`src/rtl/rf_read_arbiter.sv`:
```
// Round-robin arbiter for the single register-file read port: grant, select, capture, return.
// Optional RF_ARB_R0_ZERO_EN: a read of address 0 returns zero regardless of the mux output.
module rf_read_arbiter #(
  parameter int NREQ = 4,
  parameter int DW   = 32,
  parameter int AW   = 5
) (
  input  logic               i_clk,
  input  logic               i_reset,
  input  logic [NREQ-1:0]    i_req,
  input  logic [NREQ*AW-1:0] i_addr,
  output logic [NREQ-1:0]    o_gnt,
  output logic [AW-1:0]      o_mux_sel,
  input  logic [DW-1:0]      i_mux_data,
  output logic [DW-1:0]      o_rdata,
  output logic [NREQ-1:0]    o_valid,
  output logic               o_busy
);

  localparam int IW = (NREQ > 1) ? $clog2(NREQ) : 1;

  typedef enum logic [1:0] {IDLE, SEL, RESP} state_t;

  state_t              r_state;
  state_t              w_state_nxt;
  logic [NREQ-1:0]     r_gnt;
  logic [NREQ-1:0]     r_valid;
  logic [AW-1:0]       r_mux_sel;
  logic [DW-1:0]       r_rdata;
  logic [IW-1:0]       r_rr_ptr;
  logic [IW-1:0]       r_winner;
  logic [NREQ-1:0]     r_served;
  logic [NREQ-1:0]     w_elig;
  logic [IW-1:0]       w_win;
  logic [AW-1:0]       w_win_addr;
  logic                w_take;
  logic [DW-1:0]       w_cap;
  logic [IW-1:0]       w_ptr_nxt;

  // First eligible index at or above ptr, wrapping past NREQ-1.
  function automatic logic [IW-1:0] f_pick(input logic [NREQ-1:0] elig,
                                           input logic [IW-1:0]   ptr);
    logic [IW-1:0] idx;
    logic          found;
    f_pick = ptr;
    found  = 1'b0;
    for (int i = 0; i < NREQ; i++) begin
      idx = IW'((int'(ptr) + i) % NREQ);
      if (!found && elig[idx]) begin
        f_pick = idx;
        found  = 1'b1;
      end
    end
  endfunction

  always_comb begin
    w_elig     = i_req & ~r_served;
    w_win      = f_pick(w_elig, r_rr_ptr);
    w_win_addr = '0;
    for (int k = 0; k < NREQ; k++) begin
      if (w_win == IW'(k)) w_win_addr = i_addr[k*AW +: AW];
    end
    w_take    = (r_state != SEL) && (w_elig != '0);
    w_ptr_nxt = (r_winner == IW'(NREQ - 1)) ? '0 : r_winner + IW'(1);
`ifdef RF_ARB_R0_ZERO_EN
    w_cap = (r_mux_sel == '0) ? '0 : i_mux_data;
`else
    w_cap = i_mux_data;
`endif
  end

  always_comb begin
    w_state_nxt = r_state;
    case (r_state)
      IDLE:    if (w_take) w_state_nxt = SEL;
      SEL:     w_state_nxt = RESP;
      RESP:    w_state_nxt = w_take ? SEL : IDLE;
      default: w_state_nxt = IDLE;
    endcase
  end

  always_ff @(posedge i_clk) begin
    if (i_reset) begin
      r_state   <= IDLE;
      r_gnt     <= '0;
      r_valid   <= '0;
      r_mux_sel <= '0;
      r_rdata   <= '0;
      r_rr_ptr  <= '0;
      r_winner  <= '0;
      r_served  <= '0;
    end else begin
      r_state <= w_state_nxt;
      case (r_state)
        SEL: begin
          r_rdata  <= w_cap;
          r_valid  <= NREQ'(1) << r_winner;
          r_gnt    <= '0;
          r_rr_ptr <= w_ptr_nxt;
          r_served <= NREQ'(1) << r_winner;
        end
        default: begin
          // IDLE and RESP both arbitrate; RESP also retires the previous read.
          r_valid  <= '0;
          r_served <= '0;
          if (w_take) begin
            r_gnt     <= NREQ'(1) << w_win;
            r_mux_sel <= w_win_addr;
            r_winner  <= w_win;
          end
        end
      endcase
    end
  end

  assign o_gnt     = r_gnt;
  assign o_valid   = r_valid;
  assign o_mux_sel = r_mux_sel;
  assign o_rdata   = r_rdata;
  assign o_busy    = (r_state != IDLE);

endmodule

```
`config.mk`:
```
export PLATFORM = sky130hd
export DESIGN_NAME = rf_read_arbiter
export DESIGN_NICKNAME = d
export VERILOG_FILES = /design/src/rtl/rf_read_arbiter.sv
export SDC_FILE = /design/constraint.sdc
export NUM_CORES = 1
export LEC_CHECK = 0
export CAP_MARGIN = 20
export CORE_MARGIN = 2
export CORE_UTILIZATION = 30
export DETAILED_ROUTE_END_ITERATION = 12
export PLACE_DENSITY = 0.65
export RECOVER_POWER = 100
export SLEW_MARGIN = 20
export SYNTH_ARGS = -nofsm -noshare
export SYNTH_HDL_FRONTEND = slang
export SYNTH_SLANG_ARGS = --single-unit
```
`constraint.sdc`:
```
create_clock -name i_clk -period 1.7 [get_ports i_clk]
set_clock_uncertainty 0.2 [all_clocks]
set_input_delay 0.51 -clock i_clk [delete_from_list [all_inputs] [get_ports i_clk]]
set_output_delay 0.51 -clock i_clk [all_outputs]
set_load 0.005 [all_outputs]
```
# Word level (Yosys, flattened, before mapping)
# Cells that the tools add are included.
word_totals:
  wordCells: 64
  input_bits: 58
  reg_bits: 51
classes:
  n_eq_ne: 8
  mux: 22
  n_bitwise: 3
  add_sub_neg: 4
  order_cmp: 4
  reduce_logical: 14
  n_shift: 2
ops:
  columns: ["cell", "count"]
  rows:
  - ["two-way mux 5 bit", 4]
  - ["< comparator 2 x 3 -> 1 bit (second input constant)", 4]
  - ["two-way mux 2 bit", 5]
  - ["binary-select mux 1 bit (select 2 bit)", 4]
  - ["equality test 2 bit (second input constant)", 4]
  - ["two-way mux 1 bit", 8]
  - ["<< shifter 1 x 2 -> 4 bit (first input constant)", 2]
  - ["one-hot mux 2 bit (3 select lines)", 1]
  - ["adder 2 x 1 -> 2 bit (second input constant)", 2]
  - ["adder 2 bit (second input constant)", 2]
  - ["AND 4 bit", 1]
  - ["equality test 2 x 1 -> 1 bit (second input constant)", 2]
  - ["logical AND 1 bit", 4]
  - ["zero test 2 bit", 2]
  - ["NOT 4 bit", 1]
  - ["nonzero test 4 bit", 1]
  - ["OR reduction 2 bit", 2]
  - ["zero test 1 bit", 3]
  - ["!= test 2 x 1 -> 1 bit (second input constant)", 1]
  - ["!= test 2 bit (second input constant)", 1]
  - ["AND reduction 2 bit", 1]
  - ["nonzero test 2 bit", 1]
  - ["NOT 1 bit", 1]

# Logic depth before layout (Yosys ltp)
# Gate-level depths: netlist of run 1.
depth:
  depth_word: 19
  mapped_depth: 6
  ltp_nobuf: 6

# Worst setup path before layout of run 1
# OpenSTA, ideal clock, no wires.
synth_timing:
  path_type: "input port to flip-flop"
  from: "input port i_reset"
  to: "register r_mux_sel[4], in the netlist o_mux_sel[4]"
  required_time_ns: 1.405
  slack_ns: -0.100
  arrival_ns: 1.504
  n_path_buf: 2
  cell_stages: 6
  path_cell_list: "clkbuf_1 > nand2b_1 > buf_1 > a211oi_1 > o21ai_0 > o311ai_1"
synth_rtl:
  columns: ["item", "line", "rtl"]
  rows:
  - ["start, declared", "9", "input logic i_reset,"]
  - ["end signal, assigned", "108", "r_mux_sel <= w_win_addr;"]
  - ["end, declared", "28", "logic [AW-1:0] r_mux_sel;"]

# Worst setup path in the final report of run 1
layout_timing:
  from: "register r_served[0]"
  to: "register r_winner[1]"
layout_via:
  elab_chain_cells: 14
  elab_cells_between_ends: 25
  cone_classes: "mux: 14; bitwise: 2; reduce/logical: 9"
layout_lines:
  columns: ["item", "line", "rtl"]
  rows:
  - ["start, declared", "32", "logic [NREQ-1:0] r_served;"]
  - ["start signal, assigned", "100", "r_served <= NREQ'(1) << r_winner;"]
  - ["NOT 4 bit *", "57", "w_elig = i_req & ~r_served;"]
  - ["AND 4 bit *", "57", null]
  - ["binary-select mux 1 bit (select 2 bit)", "49", "if (!found && elig[idx]) begin"]
  - ["two-way mux 1 bit (implied by the code)", "49", null]
  - ["two-way mux 1 bit", "49", null]
  - ["zero test 1 bit", "49", null]
  - ["logical AND 1 bit", "49", null]
  - ["two-way mux 1 bit", "49", null]
  - ["zero test 1 bit", "49", null]
  - ["logical AND 1 bit", "49", null]
  - ["two-way mux 1 bit", "49", null]
  - ["zero test 1 bit", "49", null]
  - ["logical AND 1 bit", "49", null]
  - ["two-way mux 2 bit", "49", null]
  - ["end signal, assigned", "109", "r_winner <= w_win;"]
  - ["end, declared", "31", "logic [IW-1:0] r_winner;"]
# Every way passes the cells marked *; elsewhere a longest branch is shown, timed or not. The select of a mux whose other input is x is not followed.
# A chain may end at the register's enable or synchronous reset.

==> flow_summary.ini, run 1 <==
[global_route]
grt.total_usage = 0.168
grt_pass1_wl_um = 10100
grt_max_degree = 28
overflow = 0
grt_pass1_vias = 2156
grt_antenna_before_repair = 0

[setup_path]
cp-startpoint = r_served[0]$_SDFF_PP0_
crit_buf_inv = 3
crit_chain = buf_6 > nand2b_4 > or2_4 > a21oi_4 > nor2_8 > buf_4 > buf_6 > nand2_1 > a21oi_1
required_ps = 1680
max_stage_delay_ps = 330
crit_family = simple AND/OR/NAND/NOR gates
crit_path_start_kind = register
crit_path_frequent_cell = buf_6
r2r_start = r_served[0]$_SDFF_PP0_
arrival_ps = 1820
cp-end-kind = register
critPathMaxFanout = 7
slowest_stage = dfxtp_2
crit_type = register to register

[die]
io_pins = 104
start_util = 0.308
die_h_um = 87.1
die_w_um = 87.1
coreArea_um2 = 6720
core.rowCount = 30
die_area_um2 = 7580

[synth]
synth_warnings = 0
synth_xor_area_frac = 0
ys_ff_latch = 51
syn-cell-area_um2 = 2070
synth-simple-area-share = 0.257
yosysUniqueCellTypes = 38
synthAdderAreaFrac = 0.00605
synth_area_leader_cell = dfxtp_1
synth_most_common_cell = nand2_1
yosys-mux-area-fraction = 0.0242
yosys-top-cells-area = dfxtp_1 49%, nand2_1 15%, a21oi_1 9.4%, mux2i_1 2.4%, o311ai_1 2.1%
ys_seq_area_frac = 0.493
syn-num-nets = 312
yosys-top-cells-count = 81 x nand2_1, 51 x dfxtp_1, 39 x a21oi_1
synth_compound_area_frac = 0.193
syn-instance-count = 253
synth_ff_type = dfxtp_1
synth_edf_count = 0
syn_area_per_cell_um2 = 8.18
synth_top_family_by_area = simple AND/OR/NAND/NOR gates
synthArstFlopShare = 0
synth_top_cell_area_share = 0.493

[layout]
seq_area_um2 = 1050
area_growth_pct = 78.8
n_fill_cell = 628
antennaDiodeCount = 0
multi_input_area_um2 = 1170
fin_nets = 446
drive_gt1_frac = 0.260

[power_and_ir_drop]
p_clk_frac = 0.261
p_sw_uw = 746
power_leakage_nw = 1.62
irDropWorstVdd_mv = 0.407
powerDensity_nw_per_um2 = 766
p_sw_frac = 0.263
internal_power_mw = 2.09
p_comb_frac = 0.266
pwr-share-seq = 0.472

[clock_network]
h-tree-depth = 2
clk_latency_ps = 290
cts_tree = yes
cts_max_path_buffers = 2
clk_transition_reported_paths_ps = 90
clkSinkCount = 51
numCtsBuffers = 5
cts_root_buf = clkbuf_8
postCtsHoldBufs = 0

[timing]
fin_tns_setup_ps = -992
fmax_ghz = 0.545
setup_violations = 11
final_max_slew_viol_count = 0
rsz0062_at_grt = true
finalCritPeriodShare = 1.08
tightest_slew_ps = 504
hold_viol = 0
fin_crit_ps = 1840
finalWorstSetupSlack_ps = -135
slew_headroom = 0.664

[detailed_routing]
first_pass_iters = 4
via_count = 2241
wl_per_cell_um = 13.5
wl_met2_um = 3040
route.detailed.drc = 0
dr_wl_met3_um = 544
top_layer_used = met4
drtIter0Drc = 79
m1WireLength_um = 2670
vias_per_cell = 4.79
totalWireLength_um = 6310
ant_nets = 0

[placement]
post-dp-hpwl_um = 4360
gp_congestion = 0.839
portBuffers = 103
pre_cts_ws_ps = -729

[worst_hold_path]
min_from = o_rdata[26]$_SDFFE_PP0P_
hp-class = register to register

[flow_run]
drv_cap = 0

[status]
violations = setup timing
outcome = finished with violations
[area by class of cell]
| class | instances | area share |
|---|---|---|
| Timing Repair Buffer | 141 | 0.347 |
| Multi-Input combinational cell | 188 | 0.315 |
| Sequential cell | 51 | 0.284 |
| Clock buffer | 8 | 0.0270 |
| Tap cell | 80 | 0.0270 |
[path summary, 6_finish.rpt]
path | end | slack (ps) | depth (start not counted)
worst max-delay path | r_winner[1]$_SDFFE_PP0P_ | -140 | 9
worst min-delay path | o_rdata[26]$_SDFFE_PP0P_ | 250 | 2
worst max register to register | r_winner[1]$_SDFFE_PP0P_ | -140 | 9
worst min register to register | o_rdata[26]$_SDFFE_PP0P_ | 250 | 2
[sequential cells by signal, summed over array words and instances, names as in the netlist]
register,cells
r_state,2
o_gnt,4
r_served,4
r_rr_ptr,2
o_mux_sel,5
r_winner,2
o_rdata,32
[power by group through the flow]
| stage | clock (mW) | sequential, mW | combinational [mW] |
|---|---|---|---|
| 2_1_floorplan | 0 | 1.36 | 0.276 |
| 3_3_place_gp | 0 | 1.36 | 0.701 |
| 3_5_place_dp | 0 | 1.36 | 0.706 |
| 4_1_cts | 0.773 | 1.34 | 0.726 |
| 5_1_grt | 0.828 | 1.35 | 0.828 |
| 6_report | 0.741 | 1.34 | 0.754 |
[per-layer routing]
metal  up-vias  GRT usage
met3         7     0.0559
met1      1033      0.198
li1       1127          -
met2        74      0.295
met5         -          0
met4         0     0.0384
[metrics by stage]
step | power [mW] | instance area [µm²] | std cells | util | hold WS, ps
after global placement | 2.06 | 3390 | 449 | 0.504 | 239
final | 2.83 | 3700 | 468 | 0.551 | 254
after detailed placement | 2.06 | 3390 | 449 | 0.504 | 246
after global routing | 3.01 | 3700 | 468 | 0.551 | 270
after floorplan | 1.64 | 2090 | 253 | - | 233
after CTS | 2.84 | 3640 | 465 | 0.541 | 256
[repair_timing]
item	CTS	global route
pin swaps	15	6
cloned	0	0
buffers inserted	10	3
resized for setup	109	13
setup endpoints to repair	58	13
endpoints found under the hold margin	0	0
[cells by family (layout without fill, tap and decap cells)]
| group | count (synthesis) | after routing |
|---|---|---|
| muxes | 5 | 5 |
| adders and majority gates | 1 | 1 |
| and+or+nand+nor | 115 | 115 |
| DFF | 51 | 51 |
| AOI/OAI and AO/OA | 67 | 67 |
| buffers and inverters | 14 | 149 |
[placed cells by master, fill, tap and decap left out, types with 2 or more instances in the layout]
cell             netlist  routed
a21oi_2                1       2
nor2_1                 6       5
nand2_2                0       2
clkbuf_8               0       7
nand2b_4               2       2
nand2_1               81      78
o21ai_1                6       5
clkdlybuf4s50_1        0      53
dfxtp_2                0      23
dlygate4sd2_1          0      46
buf_6                  0       9
mux2i_2                0       2
o311ai_1               5       5
or2_4                  0       3
and3_1                 6       5
clkdlybuf4s15_1        0       2
a21boi_0               5       4
mux2i_1                5       3
buf_4                  0      30
nand2b_1               4       4
o21ai_4                0       2
nor3_1                 2       2
dfxtp_1               51      28
a21oi_1               39      37
[worst reg2reg max path, cell delays in order, from the launching register on]
cell      delay [ps]
dfxtp_2          330
buf_6            110
nand2b_4         170
or2_4            260
a21oi_4          200
nor2_8            90
buf_4            150
buf_6            110
nand2_1           50
a21oi_1           50
Note: power is estimated with default switching activity, not from simulation.
==> run 2: changes to the inputs <==
--- a/config.mk
+++ b/config.mk
@@ -6,10 +6,9 @@
 export NUM_CORES = 1
 export LEC_CHECK = 0
 export CAP_MARGIN = 20
-export CORE_MARGIN = 2
+export CORE_MARGIN = 8
 export CORE_UTILIZATION = 30
 export DETAILED_ROUTE_END_ITERATION = 12
-export PLACE_DENSITY = 0.65
 export RECOVER_POWER = 100
 export SLEW_MARGIN = 20
 export SYNTH_ARGS = -nofsm -noshare
==> constraint.sdc (replaced) <==
create_clock -name i_clk -period 2.21 [get_ports i_clk]
set_clock_uncertainty 0.2 [all_clocks]
set_input_delay 0.663 -clock i_clk [delete_from_list [all_inputs] [get_ports i_clk]]
set_output_delay 0.663 -clock i_clk [all_outputs]
set_load 0.005 [all_outputs]
==> run 2 against run 1 <==
The flow now finishes without violations. Sequential power is 24% lower. First-iteration DRC count is 6.3% lower. Largest power group unchanged. Die area is 29% higher. Worst hold slack worse by 1.5 ps.
==> flow_summary.ini, run 2 (synthesis gave the netlist of run 1 again) <==
[status]
outcome = finished, final reports clean

[power_and_ir_drop]
powerDensity_nw_per_um2 = 612
p_total_mw = 2.11
irDropWorstVdd_mv = 0.321
power_leakage_nw = 1.44

[layout]
largest_reg_flops = 32
layout_common_cells = 80 x nand2_1, 55 x clkdlybuf4s50_1, 51 x dfxtp_1
final_area_um2 = 3440
fin_nets = 427
seq_area_um2 = 1020
layout.cells.most_common = nand2_1
antennaDiodeCount = 0
multi_input_area_um2 = 1040
n_fill_cell = 674
area_growth_pct = 66.4
drive_gt1_frac = 0.117

[die]
die_h_um = 99.1
io_pins = 104
coreArea_um2 = 6720
die_w_um = 99.1
start_util = 0.308
die_area_um2 = 9810
core.rowCount = 30

[setup_path]
arrival_ps = 2140
max_stage_delay_ps = 420
crit_type = input port to register
crit_path_start_kind = input port
cp-end-kind = register
crit_chain = clkdlybuf4s50_1 > nand2b_1 > and4_1 > nor2_1 > nor2_2 > nand2_1 > o311ai_1
critPathMaxFanout = 5
crit_family = simple AND/OR/NAND/NOR gates
crit_buf_inv = 1
required_ps = 2210
slowest_stage = clkdlybuf4s50_1

[clock_network]
clk_transition_reported_paths_ps = 90
clk_latency_ps = 300
clkSinkCount = 51
h-tree-depth = 2
cts_tree = yes
cts_max_path_buffers = 2
postCtsHoldBufs = 0
cts_root_buf = clkbuf_8
numCtsBuffers = 5

[timing]
final_max_slew_viol_count = 0
hold_ws_ps = 253
hold_viol = 0
setup_violations = 0
tightest_slew_ps = 791
fin_crit_ps = 2140
finalWorstSetupSlack_ps = 70.6
rsz0062_at_grt = true
slew_headroom = 0.473
finalCritPeriodShare = 0.968
fmax_ghz = 0.467

[global_route]
grt_pass1_vias = 2159
grt_antenna_before_repair = 0
grt.total_usage = 0.133
grt_max_degree = 24
grt_pass1_wl_um = 10700
overflow = 0

[flow_run]
drv_cap = 0

[placement]
portBuffers = 103
post-dp-hpwl_um = 4740
pre_cts_ws_ps = -378
placed_cell_area_um2 = 3300
gp_congestion = 0.797

[detailed_routing]
wl_per_cell_um = 14.4
totalWireLength_um = 6450
drtIter0Drc = 74
first_pass_iters = 4
ant_nets = 0
via_count = 2091
vias_per_cell = 4.66
route.detailed.drc = 0

[worst_hold_path]
hp-class = register to register
## run 2: cell count changes in the layout (fill, tap and decap cells not counted), sizes merged
cell	delta
buf	-24
clkbuf	+3
clkdlybuf4s15	-2
clkdlybuf4s50	+2
dlygate4sd2	-45
dlygate4sd3	+44
dlymetal6s2s	+3
## run 2: worst register-to-register path: cells and delay by family, from the launching register on
family / cells / cell delay [ps]
flops: 1 / 580
mux: 1 / 120
simple gates: 1 / 270
compound gates: 3 / 730
## run 2: power breakdown
group / switching (mW) / leakage [nW] / internal, mW
sequential: 0.0391 / 0.418 / 0.986
combinational: 0.216 / 0.968 / 0.288
clock: 0.293 / 0.0515 / 0.286
total: 0.549 / 1.44 / 1.56
## run 2: metal layers
metal / vias up / global-route usage / part of all wire
met5: - / 0 / 0
met4: 0 / 0.0349 / 0.010
met3: 8 / 0.0571 / 0.095
met2: 70 / 0.209 / 0.44
met1: 920 / 0.161 / 0.45
li1: 1093 / - / -
## run 2: path summary, 6_finish.rpt
kind,endpoint,slack (ps),depth (start not counted),start
max,o_mux_sel[4]$_SDFFE_PP0P_,70,7,i_req[3]
min,o_rdata[26]$_SDFFE_PP0P_,250,2,o_rdata[26]$_SDFFE_PP0P_
max reg2reg,o_mux_sel[4]$_SDFFE_PP0P_,220,5,r_rr_ptr[1]$_SDFFE_PP0P_
min reg2reg,o_rdata[26]$_SDFFE_PP0P_,250,2,o_rdata[26]$_SDFFE_PP0P_
## run 2: area by class of cell
cell class | instances | area share
Clock buffer | 8 | 0.0291
Multi-Input combinational cell | 188 | 0.302
Sequential cell | 51 | 0.296
Tap cell | 80 | 0.0291
Timing Repair Buffer | 122 | 0.343
## run 2: through the flow
stage / instances / setup TNS (ps) / utilization
final: 449 / 0 / 0.513
after floorplan: 253 / 0 / -
after CTS: 448 / 0 / 0.509
after global placement: 440 / -3050 / 0.491
after global routing: 449 / -35.5 / 0.513
after detailed placement: 440 / -3210 / 0.491
## run 2: timing repair
action / 4_1_cts / 5_1_grt
resized for setup: 7 / 10
endpoints found under the hold margin: 0 / 0
buffers inserted: 0 / 1
pin swaps: 0 / 3
endpoints found under the setup margin: 6 / 8
